`src/rtl/bm_tile_pkg.sv`:
```
// Shared tile, random-code and FSM types for the map filler.
// Also holds the code-to-tile map as a function.
package bm_tile_pkg;

  typedef enum logic [2:0] {
    EMPTY        = 3'd0,
    HARD         = 3'd1,
    SOFT         = 3'd2,
    SOFT_BOMBUP  = 3'd3,
    SOFT_FLAMEUP = 3'd4
  } tile_t;

  localparam logic [3:0] RND_EMPTY_A = 4'd2;
  localparam logic [3:0] RND_SOFT    = 4'd4;
  localparam logic [3:0] RND_BOMBUP  = 4'd8;
  localparam logic [3:0] RND_FLAMEUP = 4'd6;
  localparam logic [3:0] RND_EMPTY_B = 4'd5;

  typedef enum logic [1:0] {
    IDLE,
    CELL,
    WAIT_RND,
    DONE
  } state_t;

  function automatic tile_t code_to_tile(
    input logic [3:0] code
  );
    unique case (code)
      RND_SOFT:    return SOFT;
      RND_BOMBUP:  return SOFT_BOMBUP;
      RND_FLAMEUP: return SOFT_FLAMEUP;
      RND_EMPTY_A: return EMPTY;
      RND_EMPTY_B: return EMPTY;
      default:     return EMPTY;
    endcase
  endfunction

  function automatic logic is_soft(
    input tile_t t
  );
    return (t == SOFT) ||
           (t == SOFT_BOMBUP) ||
           (t == SOFT_FLAMEUP);
  endfunction

endpackage

```
`src/rtl/tile_classify.sv`:
```
// Fixed-geometry classifier for one grid cell.
// Hard walls: border and even/even pillars; spawn: corner Ls.
module tile_classify #(
  parameter int ROWS = 13,
  parameter int COLS = 15,
  parameter int RW   = 4,
  parameter int CW   = 4
) (
  input  logic [RW-1:0] row,
  input  logic [CW-1:0] col,
  output logic          is_hard,
  output logic          is_spawn
);

  localparam logic [RW-1:0] R1  = RW'(1);
  localparam logic [RW-1:0] R2  = RW'(2);
  localparam logic [RW-1:0] RL  = RW'(ROWS - 1);
  localparam logic [RW-1:0] RL1 = RW'(ROWS - 2);
  localparam logic [RW-1:0] RL2 = RW'(ROWS - 3);
  localparam logic [CW-1:0] C1  = CW'(1);
  localparam logic [CW-1:0] C2  = CW'(2);
  localparam logic [CW-1:0] CL  = CW'(COLS - 1);
  localparam logic [CW-1:0] CL1 = CW'(COLS - 2);
  localparam logic [CW-1:0] CL2 = CW'(COLS - 3);

  logic c_edge;
  logic c_near;

  // Columns touching a corner L: adjacent (near) or one further.
  assign c_edge = (col == C1) || (col == CL1);
  assign c_near = c_edge || (col == C2) || (col == CL2);

  // Border and pillar walls, then the four corner Ls.
  always_comb begin
    is_hard = (row == '0) || (row == RL) ||
              (col == '0) || (col == CL) ||
              (!row[0] && !col[0]);
    is_spawn = ((row == R1) && c_near) ||
               ((row == R2) && c_edge) ||
               ((row == RL1) && c_near) ||
               ((row == RL2) && c_edge);
  end

endmodule

```
`src/rtl/rnd_map_filler.sv`:
```
// Rasters the play grid, drawing one random code per open cell.
// Writes are registered one cycle after the cell is resolved.
module rnd_map_filler
  import bm_tile_pkg::*;
#(
  parameter int COLS   = 15,
  parameter int ROWS   = 13,
  parameter int ADDR_W = 8
) (
  input  logic              clock,
  input  logic              reset,
  input  logic              start,
  output logic              busy,
  output logic              done,
  output logic [7:0]        soft_count,
  input  logic              rnd_valid,
  input  logic [3:0]        rnd_data,
  output logic              rnd_ready,
  output logic              wr_en,
  output logic [ADDR_W-1:0] wr_addr,
  output logic [2:0]        wr_data
);

  localparam int RW = $clog2(ROWS);
  localparam int CW = $clog2(COLS);

  state_t            state;
  logic [RW-1:0]     row;
  logic [CW-1:0]     col;
  logic [ADDR_W-1:0] addr;
  logic              is_hard;
  logic              is_spawn;
  logic              take;
  logic              last;
  tile_t             tile;

  tile_classify #(
    .ROWS(ROWS),
    .COLS(COLS),
    .RW  (RW),
    .CW  (CW)
  ) u_cls (
    .row     (row),
    .col     (col),
    .is_hard (is_hard),
    .is_spawn(is_spawn)
  );

  assign rnd_ready = (state == WAIT_RND);
  assign last = (row == RW'(ROWS - 1)) &&
                (col == CW'(COLS - 1));

  // Resolve the current cell: fixed in CELL, coded on handshake.
  always_comb begin
    take = 1'b0;
    tile = EMPTY;
    unique case (state)
      CELL: begin
        take = is_hard || is_spawn;
        tile = is_hard ? HARD : EMPTY;
      end
      WAIT_RND: begin
        take = rnd_valid;
        tile = code_to_tile(rnd_data);
      end
      default: ;
    endcase
  end

  // Fill sequencer with registered write port and status.
  always_ff @(posedge clock) begin
    if (reset) begin
      state      <= IDLE;
      busy       <= 1'b0;
      done       <= 1'b0;
      wr_en      <= 1'b0;
      wr_addr    <= '0;
      wr_data    <= '0;
      soft_count <= '0;
      row        <= '0;
      col        <= '0;
      addr       <= '0;
    end else begin
      wr_en <= 1'b0;
      done  <= 1'b0;
      if (take) begin
        wr_en   <= 1'b1;
        wr_addr <= addr;
        wr_data <= tile;
        if (is_soft(tile))
          soft_count <= soft_count + 8'd1;
      end
      unique case (state)
        IDLE: begin
          if (start) begin
            state      <= CELL;
            busy       <= 1'b1;
            row        <= '0;
            col        <= '0;
            addr       <= '0;
            soft_count <= '0;
          end
        end
        CELL, WAIT_RND: begin
          if (take) begin
            if (last) begin
              state <= DONE;
              done  <= 1'b1;
            end else begin
              state <= CELL;
              addr  <= addr + ADDR_W'(1);
              if (col == CW'(COLS - 1)) begin
                col <= '0;
                row <= row + RW'(1);
              end else begin
                col <= col + CW'(1);
              end
            end
          end else if (state == CELL) begin
            state <= WAIT_RND;
          end
        end
        DONE: begin
          state <= IDLE;
          busy  <= 1'b0;
        end
        default: state <= IDLE;
      endcase
    end
  end

endmodule
```
`config.mk`:
```
export PLATFORM = sky130hd
export DESIGN_NAME = rnd_map_filler
export DESIGN_NICKNAME = d
export VERILOG_FILES = /design/src/rtl/bm_tile_pkg.sv /design/src/rtl/tile_classify.sv /design/src/rtl/rnd_map_filler.sv
export SDC_FILE = /design/constraint.sdc
export NUM_CORES = 1
export LEC_CHECK = 0
export CORE_MARGIN = 2
export CORE_UTILIZATION = 58
export CTS_CLUSTER_DIAMETER = 200
export DETAILED_ROUTE_END_ITERATION = 7
export MAX_ROUTING_LAYER = met4
export PLACE_DENSITY = 0.91
export SLEW_MARGIN = 20
export SYNTH_ARGS = -nofsm -noshare
export SYNTH_HDL_FRONTEND = slang
export SYNTH_HIERARCHICAL = 1
export SYNTH_SLANG_ARGS = --single-unit
```
`constraint.sdc`:
```
create_clock -name clock -period 6.44 [get_ports clock]
set_clock_uncertainty 0.05 [all_clocks]
set_input_delay 1.288 -clock clock [delete_from_list [all_inputs] [get_ports clock]]
set_output_delay 1.288 -clock clock [all_outputs]
set_load 0.01 [all_outputs]
```
### Yosys cells after proc, flatten, opt, wreduce, memory -nomap -nowiden

Cells that the tools add are included.

* word-level logic and storage cells: 102
* register bits: 40
* output and inout bits: 23

* multiplexer cells: 30
* bitwise logic cells: 2
* eq/ne operators: 24
* $add $sub $neg: 4
* reductions and logical operators: 32

Operators by type and width (number)
* $mux 8: 7
* $eq 4x4->1 const B: 7
* $mux 4: 7
* $add 8x1->8 const B: 2
* $pmux 4 s2: 2
* $pmux 8 s2: 1
* $logic_or 1x1->1: 13
* $pmux 3 s3: 1
* $add 4x1->4 const B: 2
* $eq 4x1->1 const B: 2
* $eq 4x2->1 const B: 2
* $eq 4x3->1 const B: 2
* $logic_not 4->1: 2
* $mux 2: 4
* $ne 2x2->1 const B: 4
* $eq 3x2->1 const B: 2
* $logic_and 1x1->1: 6
* $pmux 2 s3: 1
* $pmux 3 s2: 1
* $reduce_and 5->1: 1
* $eq 2x2->1 const B: 2
* $mux 1: 4
* $pmux 1 s2: 2
* $reduce_and 2->1: 2
* 10 further kinds: 13

### Longest topological paths before layout

Gate-level depths: netlist of run 1.

* word-level depth: 14
* gate-level depth with buffers: 11
* mapped depth without buffers: 9

### Modules after synthesis

The synthesis of run 1 kept the hierarchy.

By module, submodules not included
* rnd_map_filler: area an instance 1971.9 um2, cells each 227, sequential area each 800.8 um2, instances 1
* tile_classify: area an instance 135.1 um2, cells each 18, sequential area each 0.0 um2, instances 1

### Worst setup path before layout of run 1

No wires, ideal clock.

* path kind: input-to-reg
* start point: input rnd_data[0]
* end point: register soft_count[2]
* buffers on the path: 0
* cell stages on the path: 5
* required time: 6.274 ns
* arrival: 2.393 ns
* setup slack: 3.881 ns
* cells stage by stage: nand2b_1 a211o_2 a21oi_1 a21oi_1 a31o_2

* longest elaborated chain between the ends: 10

Ends and longest elaborated chain
* from (decl): RTL line rnd_map_filler.sv:17 `input logic [3:0] rnd_data,`
* $eq 4x3->1 or $eq 4x4->1 (tied branches): RTL line bm_tile_pkg.sv:29 `unique case (code)`
* $pmux 3 s3 (*): RTL line bm_tile_pkg.sv:29
* $pmux 3 s2 (*): RTL line rnd_map_filler.sv:57 `unique case (state)`
* $eq 3x2->1, on equally long branches: RTL line bm_tile_pkg.sv:42, bm_tile_pkg.sv:43
* $logic_or 1x1->1: RTL line bm_tile_pkg.sv:42 `return (t == SOFT) ||`
* $logic_or 1x1->1 (*): RTL line bm_tile_pkg.sv:43 `(t == SOFT_BOMBUP) ||`
* $mux 8 (*): RTL line rnd_map_filler.sv:90 `if (is_soft(tile))`
* $mux 8 (*): RTL line rnd_map_filler.sv:86 `if (take) begin`
* $mux 8: RTL line rnd_map_filler.sv:95 `if (start) begin`
* $mux 8 (*): RTL line rnd_map_filler.sv:93 `unique case (state)`
* to (signal assigned): RTL line rnd_map_filler.sv:91 `soft_count <= soft_count + 8'd1;`
* to (decl): RTL line rnd_map_filler.sv:15 `output logic [7:0] soft_count,`

Every way passes the cells marked *; elsewhere a longest branch is shown, timed or not.
A chain may end at the register's enable or synchronous reset.

### Final worst setup path of run 1

* start point: register state[0]
* end point: output rnd_ready

* longest elaborated chain between the ends: 1

Ends and longest elaborated chain
* from (decl): RTL line rnd_map_filler.sv:27 `state_t state;`
* from (signal assigned): RTL line rnd_map_filler.sv:73 `state <= IDLE;`
* from (signal assigned): RTL line rnd_map_filler.sv:96 `state <= CELL;`
* from (signal assigned): RTL line rnd_map_filler.sv:107 `state <= DONE;`
* $eq 2x2->1: RTL line rnd_map_filler.sv:49 `assign rnd_ready = (state == WAIT_RND);`
* to (decl): RTL line rnd_map_filler.sv:18 `output logic rnd_ready,`

No other way between the ends.

==> results of run 1 <==
## metal layers
metal  vias up  global-route usage, %
li1        916                      -
met1       862                   29.5
met2        64                   39.5
met3        11                   5.99
met4         0                   9.31
met5         -                      -
## state kept, by name (all words and copies together), names as in the netlist
register and cells:
addr 8, soft_count 8, wr_addr 8, col 4, row 4, wr_data 3, state 2, busy 1
done 1, wr_en 1
## through the flow
step                power [mW]  area (µm²)
floorplan                0.547        2110
global placement         0.573        2400
detailed placement       0.583        2400
CTS                      0.700        2450
global route             0.752        2450
finish                   0.703        2450
## cell families (layout without fill, tap and decap cells)
group	after synthesis	count (layout)	share of synthesized area (%)
AOI/OAI and AO/OA	46	46	16.3
xor gates and xnor gates	20	20	8.31
adders and majority gates	11	11	6.53
buffers and inverters	16	43	4.10
DFF	40	40	38.0
muxes	1	1	0.475
and+or+nand+nor	111	111	26.2
## cells in the mapped netlist (2+ instances only)
| cell type | number | area (µm²) |
|---|---|---|
| dfxtp_1 | 40 | 801 |
| xor2_1 | 11 | 96.3 |
| a2111oi_2 | 3 | 45.0 |
| and4_1 | 2 | 17.5 |
| nor2b_1 | 4 | 25.0 |
| nand2b_1 | 4 | 25.0 |
| xnor2_1 | 9 | 78.8 |
| nand4_1 | 5 | 31.3 |
| o21ai_2 | 2 | 17.5 |
| clkbuf_1 | 5 | 18.8 |
| a21oi_1 | 18 | 90.1 |
| a211oi_1 | 3 | 22.5 |
| nand3_1 | 15 | 75.1 |
| and2_1 | 2 | 12.5 |
| buf_6 | 3 | 33.8 |
| nor3_1 | 6 | 30.0 |
| and3_1 | 7 | 43.8 |
| o21ai_0 | 4 | 20.0 |
| nand2_1 | 27 | 101 |
| o21a_1 | 3 | 22.5 |
| nor2_1 | 28 | 105 |
| or4_1 | 2 | 15.0 |
| ha_1 | 11 | 138 |
| inv_1 | 5 | 18.8 |
## critical path, stage by stage (launching register included)
cell and delay, ns:
dfxtp_1 0.36, inv_1 0.13, ha_1 0.22, clkdlybuf4s50_1 0.55
## layout make-up
cell class              count  area [µm²]
clock buffers               5        37.5
clock inverters             2        12.5
fillers                   263         965
well taps                  46        57.6
multi-input cells         189        1220
inverters                   6        22.5
repair buffers             30         300
flip-flops and latches     40         801
## path summary, 6_finish.rpt
check / from / endpoint / slack, ns
worst max register to register: col[1] / col[1] / 3.66
worst min-delay path: wr_addr[4] / wr_addr[4] / 0.41
worst min register to register: wr_addr[4] / wr_addr[4] / 0.41
worst max-delay path: state[0] / rnd_ready / 3.50
## power groups by stage
| stage | Clock (mW) | Combinational, mW | Sequential (mW) |
|---|---|---|---|
| 6_report | 0.121 | 0.276 | 0.306 |
| 5_1_grt | 0.135 | 0.305 | 0.312 |
| 4_1_cts | 0.121 | 0.273 | 0.306 |
| 3_5_place_dp | 0 | 0.272 | 0.312 |
| 3_3_place_gp | 0 | 0.263 | 0.310 |
| 2_1_floorplan | 0 | 0.242 | 0.304 |
==> out/qor.yml, run 1 <==
synth-seq-cells: 40
cp_max_fo: 4
htree_levels: 2
p_int_mw: 0.419
wl_met3_um: 239
min_period_ns: 2.94
initialDrtViolationCount: 128
layout-drive-gt1-share_pct: 8.09
cts_buffer_depth: 2
vias: 1853
synth_fp_nets: 264
period_share_pct: 45.6
p_switching_mw: 0.285
groute.usage.overall_pct: 24.4
dp_slack_ns: 3.20
worst_pin_slew_ns: 0.931
drv_slew: 0
start_kind: "register"
worst_slack_ns: 3.50
wl_met1_um: 1980
endpoint_kind: "output pin"
root_buffer: "clkbuf_4"
dr.max_layer_used: "met4"
setup_violations: 0
ant_nets: 0
whs_ns: 0.414
place_inst: 311
max_freq_mhz: 340
core-area_um2: 3420
fin_util_pct: 71.8
place.gp.congestion: 0.787
async_reset_ff_share_pct: 0
worst_ep_required_time_ns: 5.10
avgSynthCellArea_um2: 8.60
whs_path_depth: 2
cellLeakagePower_nw: 0.874
synth_cells: 245
io_buffers: 30
ys_types: 50
finalHoldViolCount: 0
drc_errors: 0
final_cells: 318
cts_resized: 0
die_area_um2: 4130
dp_hpwl_um: 3210
syn_to_final_growth_pct: 16.3
seq_power_share_pct: 43.6
wl_per_cell_um: 14.4
clk_latency_ns: 0.34
viasPerCell: 5.83
cts_tree: "yes"
synth_enable_flop_cells: 0
grt_max_degree: 26
grt_pass1_vias: 1705
tns_ns: 0
p_sw_share_pct: 40.5
die_y_um: 64.3
routed_wl_um: 4560
fin_nets: 291
cts_buffers: 5
vdd_ir_drop_max_v: 0.000247
seq_area_frac_synth_pct: 38.0
relSlewSlack_pct: 37.7
p_clk_share_pct: 17.2
ff2ff_path_depth: 9
antenna_found_initial: 0
cts_sinks: 40
layout_common_cells: "dfxtp_1 (40), clkdlybuf4s50_1 (30), nor2_1 (28)"
critPathArrivalTime_ns: 1.60
grt-ovfl-total: 0
grt_first_pass_wirelength_um: 7750
ys_warn_count: 6
ctsHoldBuffers: 0
cts.reportedPaths.clkPinSlew_ns: 0.11
status: "complete, no violations"
cap_viol_max_count: 0
dominantRegCellSynth: "dfxtp_1"
fp.dieW_um: 64.3
insertedDiodeCount: 0
power_frac_comb_pct: 39.2
grt_setup_unrepaired: "false"
min_path_type: "reg2reg"
power_density_nw_per_um2: 287
first_pass_iters: 4
wl_met2_um: 2260
crit_type: "reg2out"
ios: 31
cts_setup_buffers: 0
syn_area_um2: 2110
final_common_cell: "dfxtp_1"
rows: 21
start_util_pct: 61.7
(Power assumes the default switching activity.)
==> run 2, diff against run 1 <==
--- a/config.mk
+++ b/config.mk
@@ -6,11 +6,11 @@
 export NUM_CORES = 1
 export LEC_CHECK = 0
 export CORE_MARGIN = 2
-export CORE_UTILIZATION = 58
+export CORE_UTILIZATION = 48
 export CTS_CLUSTER_DIAMETER = 200
 export DETAILED_ROUTE_END_ITERATION = 7
 export MAX_ROUTING_LAYER = met4
-export PLACE_DENSITY = 0.91
+export PLACE_DENSITY = 0.81
 export SLEW_MARGIN = 20
 export SYNTH_ARGS = -nofsm -noshare
 export SYNTH_HDL_FRONTEND = slang
==> constraint.sdc (replaced) <==
create_clock -name clock -period 2.45 [get_ports clock]
set_clock_uncertainty 0.05 [all_clocks]
set_input_delay 0.49 -clock clock [delete_from_list [all_inputs] [get_ports clock]]
set_output_delay 0.49 -clock clock [all_outputs]
set_load 0.01 [all_outputs]
==> run 2 against run 1 <==
Against the previous run: critical path depth up 7; critical endpoint is now row[1]; sequential power rose to 2.5 times the previous value; clock power rose to 5.2 times the previous value; largest power group is now combinational cells; power grew to 3.2 times the previous value.
==> out/qor.yml, run 2 (synthesis gave the netlist of run 1 again) <==
final_common_cell: "dfxtp_1"
cts_sinks: 40  # unchanged
start_kind: "register"
dp_hpwl_um: 3270  # +1.8%
min_from: "wr_addr[2]"
rows: 24  # +14%
p_sw_share_pct: 34.7  # -5.8 points
cts_setup_buffers: 0  # unchanged
path_cells: "xnor2_1, o31ai_2, a21oi_1, o41ai_2, o21a_1, o32a_2, buf_4, and2_4, o32ai_1, nor2b_1"
multi_input_comb_area_um2: 1220  # +0.31%
crit_cells: 10  # +7
endpoint_kind: "register"
fin_nets: 300  # +3.1%
cp_max_fo: 10  # +6
layout_common_cells: "dfxtp_1 (38), clkdlybuf4s50_1 (30), nor2_1 (28)"
grt_pass1_vias: 1761  # +3.3%
clk_latency_ns: 0.29  # -0.05 ns
wl_per_cell_um: 13.6  # -5.3%
p_switching_mw: 0.774  # +170%
viasPerCell: 5.55  # -4.8%
place.gp.congestion: 0.891  # +13%
crit_type: "reg2reg"
p_clk_share_pct: 28.1  # +11 points
cpMaxStageDelayCell: "dfxtp_1"
syn_to_final_growth_pct: 23.9
seqCellArea_um2: 803  # +0.31%
grt-ovfl-total: 0  # unchanged
setup_violations: 0  # unchanged
vdd_ir_drop_max_v: 0.000469  # +90%
grt_setup_unrepaired: "true"
routed_wl_um: 4530  # -0.79%
period_share_pct: 93.0
layout-drive-gt1-share_pct: 12.1  # +4.0 points
status: "complete, no violations"
ff2ff_path_depth: 10  # +1
vias: 1848  # -0.27%
drv_slew: 0  # unchanged
min_path_type: "reg2reg"
whs_ns: 0.407  # -0.00674 ns
die_y_um: 70.3  # +9.3%
cts_buffer_depth: 2  # unchanged
grt_first_pass_wirelength_um: 7850  # +1.3%
worst_pin_slew_ns: 0.457  # -0.474 ns
p_int_mw: 1.46  # +250%
worst_ep_required_time_ns: 2.62  # -2.48 ns
finalHoldViolCount: 0  # unchanged
die_area_um2: 4940  # +19%
reg.largest.list: "addr x8, soft_count x8, wr_addr x8"
root_buffer: "clkbuf_8"
max_freq_mhz: 439
first_pass_iters: 4  # unchanged
ant_nets: 0  # unchanged
io_buffers: 30  # unchanged
fp.dieW_um: 70.3  # +9.3%
finalPower_mw: 2.23  # +220%
fillers: 380  # +44%
fin_util_pct: 60.8  # -11 points
power_frac_comb_pct: 37.0  # -2.2 points
ios: 31  # unchanged
antenna_found_initial: 0  # unchanged
grt_max_degree: 20  # -23%
groute.usage.overall_pct: 20.1  # -4.3 points
power_density_nw_per_um2: 855  # +200%
min_period_ns: 2.28
seq_power_share_pct: 34.9  # -8.7 points
critPathLaunch: "col[1]"
cp_num_buf_inv: 1  # -1
cts_resized: 0  # unchanged
cts_buffers: 5  # unchanged
insertedDiodeCount: 0  # unchanged
whs_path_depth: 2  # unchanged
ctsHoldBuffers: 0  # unchanged
critPathMaxStageDelay_ns: 0.45  # -0.10 ns
core-area_um2: 4290  # +26%
drc_errors: 0  # unchanged
initialDrtViolationCount: 102  # -20%
htree_levels: 2  # unchanged
cellLeakagePower_nw: 0.958  # +9.6%
cts_tree: "yes"
cts.reportedPaths.clkPinSlew_ns: 0.08  # -0.03 ns
relSlewSlack_pct: 69.2  # +32 points
critPathArrivalTime_ns: 2.45  # +0.85 ns
cap_viol_max_count: 0  # unchanged
crit_family: "compound AO/OA/AOI/OAI gates"
start_util_pct: 49.1  # -13 points
worstReg2RegStart: "col[1]"
run 2: cell types whose count changed in the layout (fill, tap and decap cells not counted), sizes merged:
cell,delta
clkinvlp,-1
buf,+9
clkinv,-1
bufinv,+2
run 2: metrics by stage:
stage / setup TNS, ns / cells / cell area (µm²) / setup slack [ns]
4_1_cts: 0 / 333 / 2610 / 0.0298
6_report: 0 / 333 / 2610 / 0.171
3_5_place_dp: 0 / 326 / 2480 / 0.0125
5_1_grt: -0.0484 / 333 / 2610 / -0.0366
3_3_place_gp: 0 / 326 / 2480 / 0.167
2_1_floorplan: 0 / 245 / 2110 / 0.225
run 2: final timing paths:
path / end / slack [ns]
setup / recovery: row[1] / 0.17
hold / removal: wr_addr[2] / 0.41
setup reg to reg: row[1] / 0.17
hold reg to reg: wr_addr[2] / 0.41
run 2: area by class of cell:
cell class                      count  area share [%]
Timing Repair Buffer               39            14.1
Inverter                            6           0.862
Sequential cell                    40            30.8
Clock buffer                        5            2.64
Clock inverter                      2            2.30
Tap cell                           52            2.49
Multi-Input combinational cell    189            46.9
run 2: power groups by stage:
stage / clock network (mW) / logic, mW / registers [mW]
3_5_place_dp: 0 / 0.820 / 0.795
4_1_cts: 0.639 / 0.828 / 0.778
3_3_place_gp: 0 / 0.795 / 0.793
5_1_grt: 0.667 / 0.915 / 0.791
2_1_floorplan: 0 / 0.637 / 0.800
6_report: 0.626 / 0.826 / 0.779
run 2: worst min-delay path, cell delays in order (launching register included):
cell	delay [ns]
dfxtp_1	0.31
nand2_1	0.05
a21oi_1	0.05
run 2: metal layers:
layer	vias up	wire length, µm	track usage [%]
li1	935	-	-
met1	863	2030	23.2
met2	46	2250	33.6
met3	4	213	5.05
met4	0	38	7.48
met5	-	0	-
